===== src/rtl/sensor_adc_sequencer.sv =====
// Sensor ADC sequencer: walks the pending sensor requests lowest index first,
// settles the analog mux/bias, runs 2^AVG_LOG2 SAR conversions per sensor and
// emits one averaged byte per sensor with a single-cycle ready pulse.
module sensor_adc_sequencer #(
   parameter int unsigned AVG_LOG2    = 2,
   parameter int unsigned SETTLE_CYC  = 16,
   parameter int unsigned TIMEOUT_CYC = 255
) (
   input  logic       clk,
   input  logic       reset,
   input  logic [2:0] senscode,
   input  logic       tx_enable,
   input  logic       adc_done,
   input  logic [7:0] adc_raw,
   output logic       adc_en,
   output logic [1:0] adc_sel,
   output logic       adc_start,
   output logic [7:0] ADC_data,
   output logic       ADC_data_ready,
   output logic [1:0] adc_sensor_id,
   output logic       adc_busy,
   output logic       adc_timeout_err
);

   localparam int unsigned ACC_W   = 8 + AVG_LOG2;
   localparam int unsigned NSAMP_W = AVG_LOG2 + 1;
   localparam int unsigned CNT_W   = $clog2(SETTLE_CYC + 1);
   localparam int unsigned TMO_W   = $clog2(TIMEOUT_CYC + 1);

   localparam logic [NSAMP_W-1:0] NSAMP_LAST  = NSAMP_W'((1 << AVG_LOG2) - 1);
   localparam logic [CNT_W-1:0]   SETTLE_LAST = CNT_W'(SETTLE_CYC - 1);
   localparam logic [TMO_W-1:0]   TMO_LAST    = TMO_W'(TIMEOUT_CYC);

   typedef enum logic [2:0] {
      S_IDLE,
      S_SETTLE,
      S_START,
      S_WAIT,
      S_OUTPUT,
      S_NEXT
   } state_t;

   state_t             state;
   logic [2:0]         pend;
   logic [1:0]         cur;
   logic [1:0]         low_idx;
   logic [2:0]         cur_mask;
   logic [CNT_W-1:0]   cnt;
   logic [TMO_W-1:0]   tmo;
   logic [NSAMP_W-1:0] nsamp;
   logic [ACC_W-1:0]   acc;
   logic               done_s1;
   logic               done_s2;
   logic               done_d;
   logic               done_evt;

   // adc_done is asynchronous: two-flop synchroniser followed by a rising-edge detector
   always_ff @(posedge clk or negedge reset) begin
      if (!reset) begin
         done_s1 <= 1'b0;
         done_s2 <= 1'b0;
         done_d  <= 1'b0;
      end else begin
         done_s1 <= adc_done;
         done_s2 <= done_s1;
         done_d  <= done_s2;
      end
   end

   assign done_evt = done_s2 & ~done_d;
   assign cur_mask = 3'b001 << cur;

   // Lowest pending sensor index wins
   always_comb begin
      low_idx = 2'd0;
      if (pend[0])      low_idx = 2'd0;
      else if (pend[1]) low_idx = 2'd1;
      else if (pend[2]) low_idx = 2'd2;
   end

   // Sequencer FSM; cur is latched on entry to SETTLE so a late lower-index
   // request cannot switch the mux in the middle of a sensor's averaging run
   always_ff @(posedge clk or negedge reset) begin
      if (!reset) begin
         state           <= S_IDLE;
         pend            <= '0;
         cur             <= '0;
         cnt             <= '0;
         tmo             <= '0;
         nsamp           <= '0;
         acc             <= '0;
         adc_en          <= 1'b0;
         adc_sel         <= '0;
         adc_start       <= 1'b0;
         ADC_data        <= '0;
         ADC_data_ready  <= 1'b0;
         adc_sensor_id   <= '0;
         adc_busy        <= 1'b0;
         adc_timeout_err <= 1'b0;
      end else begin
         adc_start      <= 1'b0;
         ADC_data_ready <= 1'b0;
         pend           <= pend | senscode;

         case (state)
            S_IDLE: begin
               if (pend != '0 && !tx_enable) begin
                  state           <= S_SETTLE;
                  cur             <= low_idx;
                  adc_sel         <= low_idx;
                  adc_en          <= 1'b1;
                  adc_busy        <= 1'b1;
                  adc_timeout_err <= 1'b0;
                  cnt             <= '0;
                  acc             <= '0;
                  nsamp           <= '0;
               end
            end

            S_SETTLE: begin
               if (tx_enable) begin
                  state    <= S_IDLE;
                  adc_en   <= 1'b0;
                  adc_busy <= 1'b0;
                  acc      <= '0;
                  nsamp    <= '0;
               end else if (cnt == SETTLE_LAST) begin
                  state     <= S_START;
                  adc_start <= 1'b1;
               end else begin
                  cnt <= cnt + 1'b1;
               end
            end

            S_START: begin
               if (tx_enable) begin
                  state    <= S_IDLE;
                  adc_en   <= 1'b0;
                  adc_busy <= 1'b0;
                  acc      <= '0;
                  nsamp    <= '0;
               end else begin
                  state <= S_WAIT;
                  tmo   <= '0;
               end
            end

            S_WAIT: begin
               if (tx_enable) begin
                  state    <= S_IDLE;
                  adc_en   <= 1'b0;
                  adc_busy <= 1'b0;
                  acc      <= '0;
                  nsamp    <= '0;
               end else if (done_evt) begin
                  acc   <= acc + ACC_W'(adc_raw);
                  nsamp <= nsamp + 1'b1;
                  if (nsamp == NSAMP_LAST) begin
                     state  <= S_OUTPUT;
                     adc_en <= 1'b0;
                  end else begin
                     state     <= S_START;
                     adc_start <= 1'b1;
                  end
               end else if (tmo == TMO_LAST) begin
                  state           <= S_NEXT;
                  adc_en          <= 1'b0;
                  adc_timeout_err <= 1'b1;
                  pend            <= (pend & ~cur_mask) | senscode;
                  acc             <= '0;
                  nsamp           <= '0;
               end else begin
                  tmo <= tmo + 1'b1;
               end
            end

            S_OUTPUT: begin
               state          <= S_NEXT;
               ADC_data       <= acc[AVG_LOG2 +: 8];
               adc_sensor_id  <= cur;
               ADC_data_ready <= 1'b1;
               pend           <= (pend & ~cur_mask) | senscode;
               acc            <= '0;
               nsamp          <= '0;
            end

            S_NEXT: begin
               if (pend != '0) begin
                  state   <= S_SETTLE;
                  cur     <= low_idx;
                  adc_sel <= low_idx;
                  adc_en  <= 1'b1;
                  cnt     <= '0;
                  acc     <= '0;
                  nsamp   <= '0;
               end else begin
                  state    <= S_IDLE;
                  adc_busy <= 1'b0;
               end
            end

            default: begin
               state    <= S_IDLE;
               adc_en   <= 1'b0;
               adc_busy <= 1'b0;
            end
         endcase
      end
   end

endmodule


===== config.mk =====
export PLATFORM = sky130hd
export DESIGN_NAME = sensor_adc_sequencer
export DESIGN_NICKNAME = d
export VERILOG_FILES = /design/src/rtl/sensor_adc_sequencer.sv
export SDC_FILE = /design/constraint.sdc
export NUM_CORES = 1
export LEC_CHECK = 0
export ABC_AREA = 1
export ABC_CLOCK_PERIOD_IN_PS = 1700
export CORE_ASPECT_RATIO = 0.5
export CORE_MARGIN = 2
export CORE_UTILIZATION = 51
export CTS_CLUSTER_SIZE = 14
export DETAILED_ROUTE_END_ITERATION = 6
export PLACE_DENSITY_LB_ADDON = 0.12
export SYNTH_ARGS = -nofsm -noshare
export SYNTH_HDL_FRONTEND = slang
export SYNTH_SLANG_ARGS = --single-unit

===== constraint.sdc =====
create_clock -name clk -period 1.7 [get_ports clk]
set_clock_uncertainty 0.05 [all_clocks]
set_input_delay 0.17 -clock clk [delete_from_list [all_inputs] [get_ports clk]]
set_output_delay 0.17 -clock clk [all_outputs]
set_load 0.02 [all_outputs]

==> results of run 1 <==
-- cell usage after synthesis (2+ instances only) --
master   count
inv_2        3
ha_1        13
nand2_2      4
o21ai_0     30
nand2_1    103
xnor2_1      3
nand3_2      3
nor2_1      22
nand4_1      4
inv_1       46
o22ai_1      6
a21oi_1     12
nor2_2       2
o21ai_1      5
dfrtp_1     52
nor2_4       2
nand3_1     28
a31o_2       2
or2_2        3
-- critical path, cell delays in order (launching register included) --
cell	delay (ns)
dfrtp_1	0.40
ha_4	0.16
inv_2	0.03
fa_2	0.36
o21ai_4	0.19
buf_4	0.13
xnor2_1	0.10
o22ai_1	0.09
-- placed cells by master (no fill, tap or decap), types with 2 or more instances in the layout --
cell type / instances
a21oi_1: 10
a21oi_2: 2
a31o_2: 2
buf_4: 35
clkbuf_8: 5
clkdlybuf4s50_1: 30
dfrtp_1: 51
ha_1: 4
ha_2: 3
ha_4: 6
inv_1: 43
inv_2: 6
nand2_1: 98
nand2_2: 8
nand3_1: 25
nand3_2: 6
nand4_1: 4
nor2_1: 21
nor2_2: 4
nor2_4: 2
o21ai_0: 27
o21ai_1: 7
o22ai_1: 6
or2_2: 3
xnor2_1: 3
-- sequential cells by signal, indices dropped and copies added, names as in the netlist --
register	cells
ADC_data	8
ADC_data_ready	1
acc	10
adc_busy	1
adc_en	1
adc_sensor_id	2
adc_start	1
adc_timeout_err	1
cnt	5
cur	2
done_d	1
done_s1	1
done_s2	1
nsamp	3
pend	3
state	3
tmo	8
-- worst paths after layout --
| kind | start | endpoint | slack [ns] |
|---|---|---|---|
| max in group asynchronous | reset | acc[1]$_DFFE_PN0P_ | 0.82 |
| min reg2reg | done_s1$_DFF_PN0_ | done_s2$_DFF_PN0_ | 0.30 |
| max reg2reg | acc[0]$_DFFE_PN0P_ | acc[4]$_DFFE_PN0P_ | 0.08 |
| max | acc[0]$_DFFE_PN0P_ | acc[4]$_DFFE_PN0P_ | 0.08 |
| min | adc_done | done_s1$_DFF_PN0_ | 0.25 |
| min in group asynchronous | reset | tmo[2]$_DFFE_PN0P_ | 0.26 |
-- metrics by stage --
stage	instance area, um2	instances	hold slack [ns]
finish	3740	504	0.2472
global route	3740	504	0.2451
CTS	3582	501	0.2488
detailed placement	3472	492	0.08264
global placement	3472	492	0.07392
floorplan	2835	358	-0.1756
-- cells by family after synthesis --
group	after synthesis	synth area share, %
compound gates	60	11.56
xor+xnor	4	1.236
fa+ha+maj	14	6.443
buf+inv	54	7.634
flops	52	45.90
simple gates	174	27.23
-- routing by layer --
layer	up-vias	global-route usage [%]	routed length [um]
li1	1306	-	-
met1	1255	28.34	2993
met2	34	38.98	3155
met3	7	4.297	176
met4	0	5.244	61
met5	-	0	0
-- power by group --
part,leakage (nW),switching (mW),internal (mW)
sequential,0.690,0.156,1.40
combinational,1.08,0.809,0.635
clock,0.0463,0.446,0.303
total,1.82,1.41,2.34
-- timing repair --
item	in CTS	in global routing
endpoints found under the hold margin	16	0
hold buffers	1	0
gates resized for setup	1	30
pin swaps	1	6
cloned	0	1
buffers inserted	0	2
endpoints found under the setup margin	3	28
-- area by class of cell --
type,count,area (um2)
Inverter,50,188.9
Multi-Input combinational cell,253,1463
Timing Repair Buffer,68,598.1
Tap cell,73,91.34
Clock buffer,5,68.82
Clock inverter,3,27.53
Fill cell,439,1680
Sequential cell,52,1303
==> flow_metrics.env, run 1 <==
export IMPL_crit_type="flop to flop"
export IMPL_period_needed_ns=1.616
export IMPL_clockBufferDepth=2
export IMPL_fmax_ghz=0.6187
export IMPL_core_rowCount=19
export IMPL_ys_top_cells_by_area="dfrtp_1 (46%), nand2_1 (14%), inv_1 (6.1%)"
export IMPL_finalSetupViolations=0
export IMPL_die_x_um=109.4
export IMPL_min_path_type="primary input to flop"
export IMPL_diodes=0
export IMPL_synth_flop_cell="dfrtp_1"
export IMPL_pwr_density_cell_nw_per_um2=1003
export IMPL_arrival_ns=1.77
export IMPL_cts_max_level=2
export IMPL_cap_violations=0
export IMPL_worst_pin_slew_ns=0.4220
export IMPL_grt_ovfl_total=0
export IMPL_wl_per_cell_um=12.67
export IMPL_finalMaxSlewViolations=0
export IMPL_cts_root_buffer="clkbuf_8"
export IMPL_nets=459
export IMPL_rsz0062_at_grt="yes"
export IMPL_initial_core_util_pct=52.31
export IMPL_drtAntennaViolNets=0
export IMPL_io_buffers=31
export IMPL_synth_edff_count=0
export IMPL_synth_nets=387
export IMPL_drcViolationCount=0
export IMPL_worstSetupStartpointType="flop"
export IMPL_synthCells=358
export IMPL_path_max_fanout=3
export IMPL_yosys_warnings=0
export IMPL_numCtsBuffers=5
export IMPL_final_core_util_pct=69.00
export IMPL_slew_headroom_pct=71.51
export IMPL_synth_top_cell_area_share_pct=45.90
export IMPL_reg2reg_depth=7
export IMPL_clk_latency_ns=0.31
export IMPL_ys_ff_latch=52
export IMPL_avgSynthCellArea_um2=7.920
export IMPL_power_mw=3.753
export IMPL_place_hpwl_um=4850
export IMPL_leakagePower_nw=1.817
export IMPL_vdd_ir_drop_max_uv=504.7
export IMPL_min_path_cells=1
export IMPL_ios=32
export IMPL_status="finished, final reports clean"
export IMPL_track_usage_pct=22.21
export IMPL_die_height_um=56.72
export IMPL_cts_sinks=52
export IMPL_drive_gt1_share_pct=21.58
export IMPL_gp_congestion=0.8477
export IMPL_synth_top_cell_by_area="dfrtp_1"
export IMPL_fin_setup_tns_ns=0
export IMPL_clk_pin_slew_worst_paths_ns=0.10
export IMPL_cp_required_ns=1.86
export IMPL_hold_violations=0
export IMPL_cts_tree="yes"
export IMPL_vias=2602
export IMPL_grt_pass1_vias=2545
export IMPL_ys_seq_area_share_pct=45.90
export IMPL_grt_pass1_wl_um=10850
export IMPL_syn_to_final_growth_pct=31.91
export IMPL_synth_area_um2=2835
export IMPL_period_share_pct=95.08
export IMPL_end_kind="flop"
export IMPL_setup_ws_ns=0.08367
export IMPL_die_area_um2=6208
export IMPL_drt_total_wl_um=6386
export IMPL_grt_max_degree=26
export IMPL_drt_initial_drc_count=203
export IMPL_antenna_found_initial=0
export IMPL_viasPerCell=5.163
export IMPL_dp_slack_ns=-0.3256
export IMPL_core_area_um2=5420
export IMPL_synth_cell_types=34
export IMPL_postSynth_asyncResetShare_pct=100.0
export IMPL_firstDrtPassIters=4
No activity file was read; power rests on OpenSTA's default activity.
==> run 2: changes to the inputs <==
--- a/config.mk
+++ b/config.mk
@@ -10,8 +10,10 @@
 export CORE_ASPECT_RATIO = 0.5
 export CORE_MARGIN = 2
 export CORE_UTILIZATION = 51
+export CTS_CLUSTER_DIAMETER = 200
 export CTS_CLUSTER_SIZE = 14
 export DETAILED_ROUTE_END_ITERATION = 6
+export GPL_ROUTABILITY_DRIVEN = 0
 export PLACE_DENSITY_LB_ADDON = 0.12
 export SYNTH_ARGS = -nofsm -noshare
 export SYNTH_HDL_FRONTEND = slang
==> run 2 against run 1 <==
Net effect: cell area is 0.94% lower; combinational power is 3% lower; first-iteration DRC count is 20% lower; sequential cell count stayed put; sequential power hardly changed; via count is 0.46% higher; sequential share of layout area is 0.36 points higher; critical path depth is 2 higher; count of clock-buffer cells in the layout stayed put; utilization is 0.65 points lower; highest routed layer unchanged.
==> flow_metrics.env, run 2 (synthesis results as in run 1) <==
export IMPL_min_path_type="primary input to flop"
export IMPL_clk_pin_slew_worst_paths_ns=0.10
export IMPL_finalMaxSlewViolations=0
export IMPL_grt_pass1_vias=2481
export IMPL_fin_setup_tns_ns=0
export IMPL_fmax_ghz=0.6057
export IMPL_fill_cells=437
export IMPL_grt_max_degree=23
export IMPL_period_share_pct=97.12
export IMPL_die_area_um2=6208
export IMPL_drive_gt1_share_pct=21.20
export IMPL_drt_total_wl_um=6365
export IMPL_status="finished, final reports clean"
export IMPL_wl_per_cell_um=12.55
export IMPL_period_needed_ns=1.651
export IMPL_drcViolationCount=0
export IMPL_crit_chain="ha_2, inv_2, fa_2, o21ai_4, nand2_1, nand2_1, nand3_1, nand2_1, nor2_1"
export IMPL_path_max_fanout=3
export IMPL_reg2reg_depth=9
export IMPL_drtAntennaViolNets=0
export IMPL_grt_ovfl_total=0
export IMPL_core_rowCount=19
export IMPL_syn_to_final_growth_pct=30.67
export IMPL_end_kind="flop"
export IMPL_worst_pin_slew_ns=0.4267
export IMPL_drt_initial_drc_count=162
export IMPL_vias=2614
export IMPL_hold_violations=0
export IMPL_cap_violations=0
export IMPL_viasPerCell=5.156
export IMPL_cts_root_buffer="clkbuf_8"
export IMPL_grt_pass1_wl_um=10670
export IMPL_critical_path_slowest_cell="dfrtp_1"
export IMPL_numCtsBuffers=5
export IMPL_antenna_found_initial=0
export IMPL_cp_common_cell="nand2_1"
export IMPL_top_regs="acc: 10 flops, ADC_data: 8 flops, tmo: 8 flops"
export IMPL_firstDrtPassIters=4
export IMPL_core_area_um2=5420
export IMPL_nets=462
export IMPL_slew_headroom_pct=71.19
export IMPL_slowest_delay_ns=0.37
export IMPL_rsz0062_at_grt="yes"
export IMPL_diodes=0
export IMPL_finalSetupViolations=0
export IMPL_cp_required_ns=1.87
export IMPL_track_usage_pct=21.90
export IMPL_clockBufferDepth=2
export IMPL_leakagePower_nw=1.844
export IMPL_initial_core_util_pct=52.31
export IMPL_clk_latency_ns=0.32
export IMPL_io_buffers=31
export IMPL_place_hpwl_um=4859
export IMPL_cts_max_level=2
export IMPL_arrival_ns=1.83
export IMPL_min_path_cells=1
export IMPL_cts_sinks=52
export IMPL_ios=32
export IMPL_die_height_um=56.72
export IMPL_crit_type="flop to flop"
export IMPL_final_common_cell="nand2_1"
export IMPL_power_mw=3.728
export IMPL_worstSetupStartpointType="flop"
export IMPL_die_x_um=109.4
export IMPL_whs_ns=0.2329
export IMPL_largest_reg_flops=10
export IMPL_cts_tree="yes"
export IMPL_final_cell_mix="nand2_1 (100), dfrtp_1 (50), inv_1 (44)"
export IMPL_pwr_density_cell_nw_per_um2=1006
export IMPL_vdd_ir_drop_max_uv=542.9
export IMPL_largest_register="acc"
-- run 2: worst paths after layout --
kind	start	end	slack, ns
max	acc[0]$_DFFE_PN0P_	acc[8]$_DFFE_PN0P_	0.05
min	adc_done	done_s1$_DFF_PN0_	0.23
max reg2reg	acc[0]$_DFFE_PN0P_	acc[8]$_DFFE_PN0P_	0.05
min reg2reg	done_s1$_DFF_PN0_	done_s2$_DFF_PN0_	0.31
max in group asynchronous	reset	pend[2]$_DFF_PN0_	0.71
min in group asynchronous	reset	tmo[2]$_DFFE_PN0P_	0.25
-- run 2: area by class of cell --
class,count,area (um2),share of cell area (%)
tap,73,91.34,2.465
clock buffer,5,68.82,1.857
clock inverter,3,27.53,0.7430
inverter,50,188.9,5.100
sequential,52,1304,35.19
timing repair buffer,71,608.1,16.41
multi-input combinational,253,1416,38.23
-- run 2: layer usage --
| layer | up-vias | global-route usage [%] | share of wire [%] | wire length [um] |
|---|---|---|---|---|
| met3 | 10 | 3.833 | 3.7 | 237 |
| met4 | 0 | 6.510 | 1.4 | 89 |
| met1 | 1242 | 27.96 | 46 | 2950 |
| met5 | - | 0 | 0 | 0 |
| li1 | 1315 | - | - | - |
| met2 | 47 | 38.10 | 48 | 3087 |
-- run 2: power by group --
group          total (mW)  internal, mW  switching (mW)
sequential           1.57          1.41           0.159
clock               0.765         0.303           0.462
combinational        1.40         0.601           0.796
total                3.73          2.31            1.42
-- run 2: stage by stage --
stage / utilization (%) / area (um2) / std cells / setup slack (ns)
global route: 68.35 / 3705 / 507 / -0.05668
floorplan: - / 2835 / 358 / 0.04996
detailed placement: 63.97 / 3467 / 493 / -0.3314
finish: 68.35 / 3705 / 507 / 0.04901
CTS: 66.04 / 3580 / 502 / 0.01086
global placement: 63.97 / 3467 / 493 / -0.2841
-- run 2: repair_timing --
item                                    CTS  global route
buffers inserted                          0             4
hold buffers                              1             0
pin swaps                                 1             7
cloned                                    0             1
endpoints found under the hold margin    17             0
resized for setup                         2            22
endpoints found under the setup margin    4            28
-- run 2: critical path: cells and delay by family (launching register included) --
| family | cells | cell delay, ns |
|---|---|---|
| adders and majority gates | 2 | 0.55 |
| DFF | 1 | 0.37 |
| AOI/OAI and AO/OA | 1 | 0.19 |
| buffers and inverters | 1 | 0.04 |
| and+or+nand+nor | 5 | 0.35 |
==> run 3: changes to the inputs <==
--- a/config.mk
+++ b/config.mk
@@ -10,11 +10,11 @@
 export CORE_ASPECT_RATIO = 0.5
 export CORE_MARGIN = 2
 export CORE_UTILIZATION = 51
-export CTS_CLUSTER_DIAMETER = 200
 export CTS_CLUSTER_SIZE = 14
 export DETAILED_ROUTE_END_ITERATION = 6
 export GPL_ROUTABILITY_DRIVEN = 0
 export PLACE_DENSITY_LB_ADDON = 0.12
+export SLEW_MARGIN = 20
 export SYNTH_ARGS = -nofsm -noshare
 export SYNTH_HDL_FRONTEND = slang
 export SYNTH_SLANG_ARGS = --single-unit
==> results of run 3 <==
Final layout, timing and power as in run 2 (identical DEF).
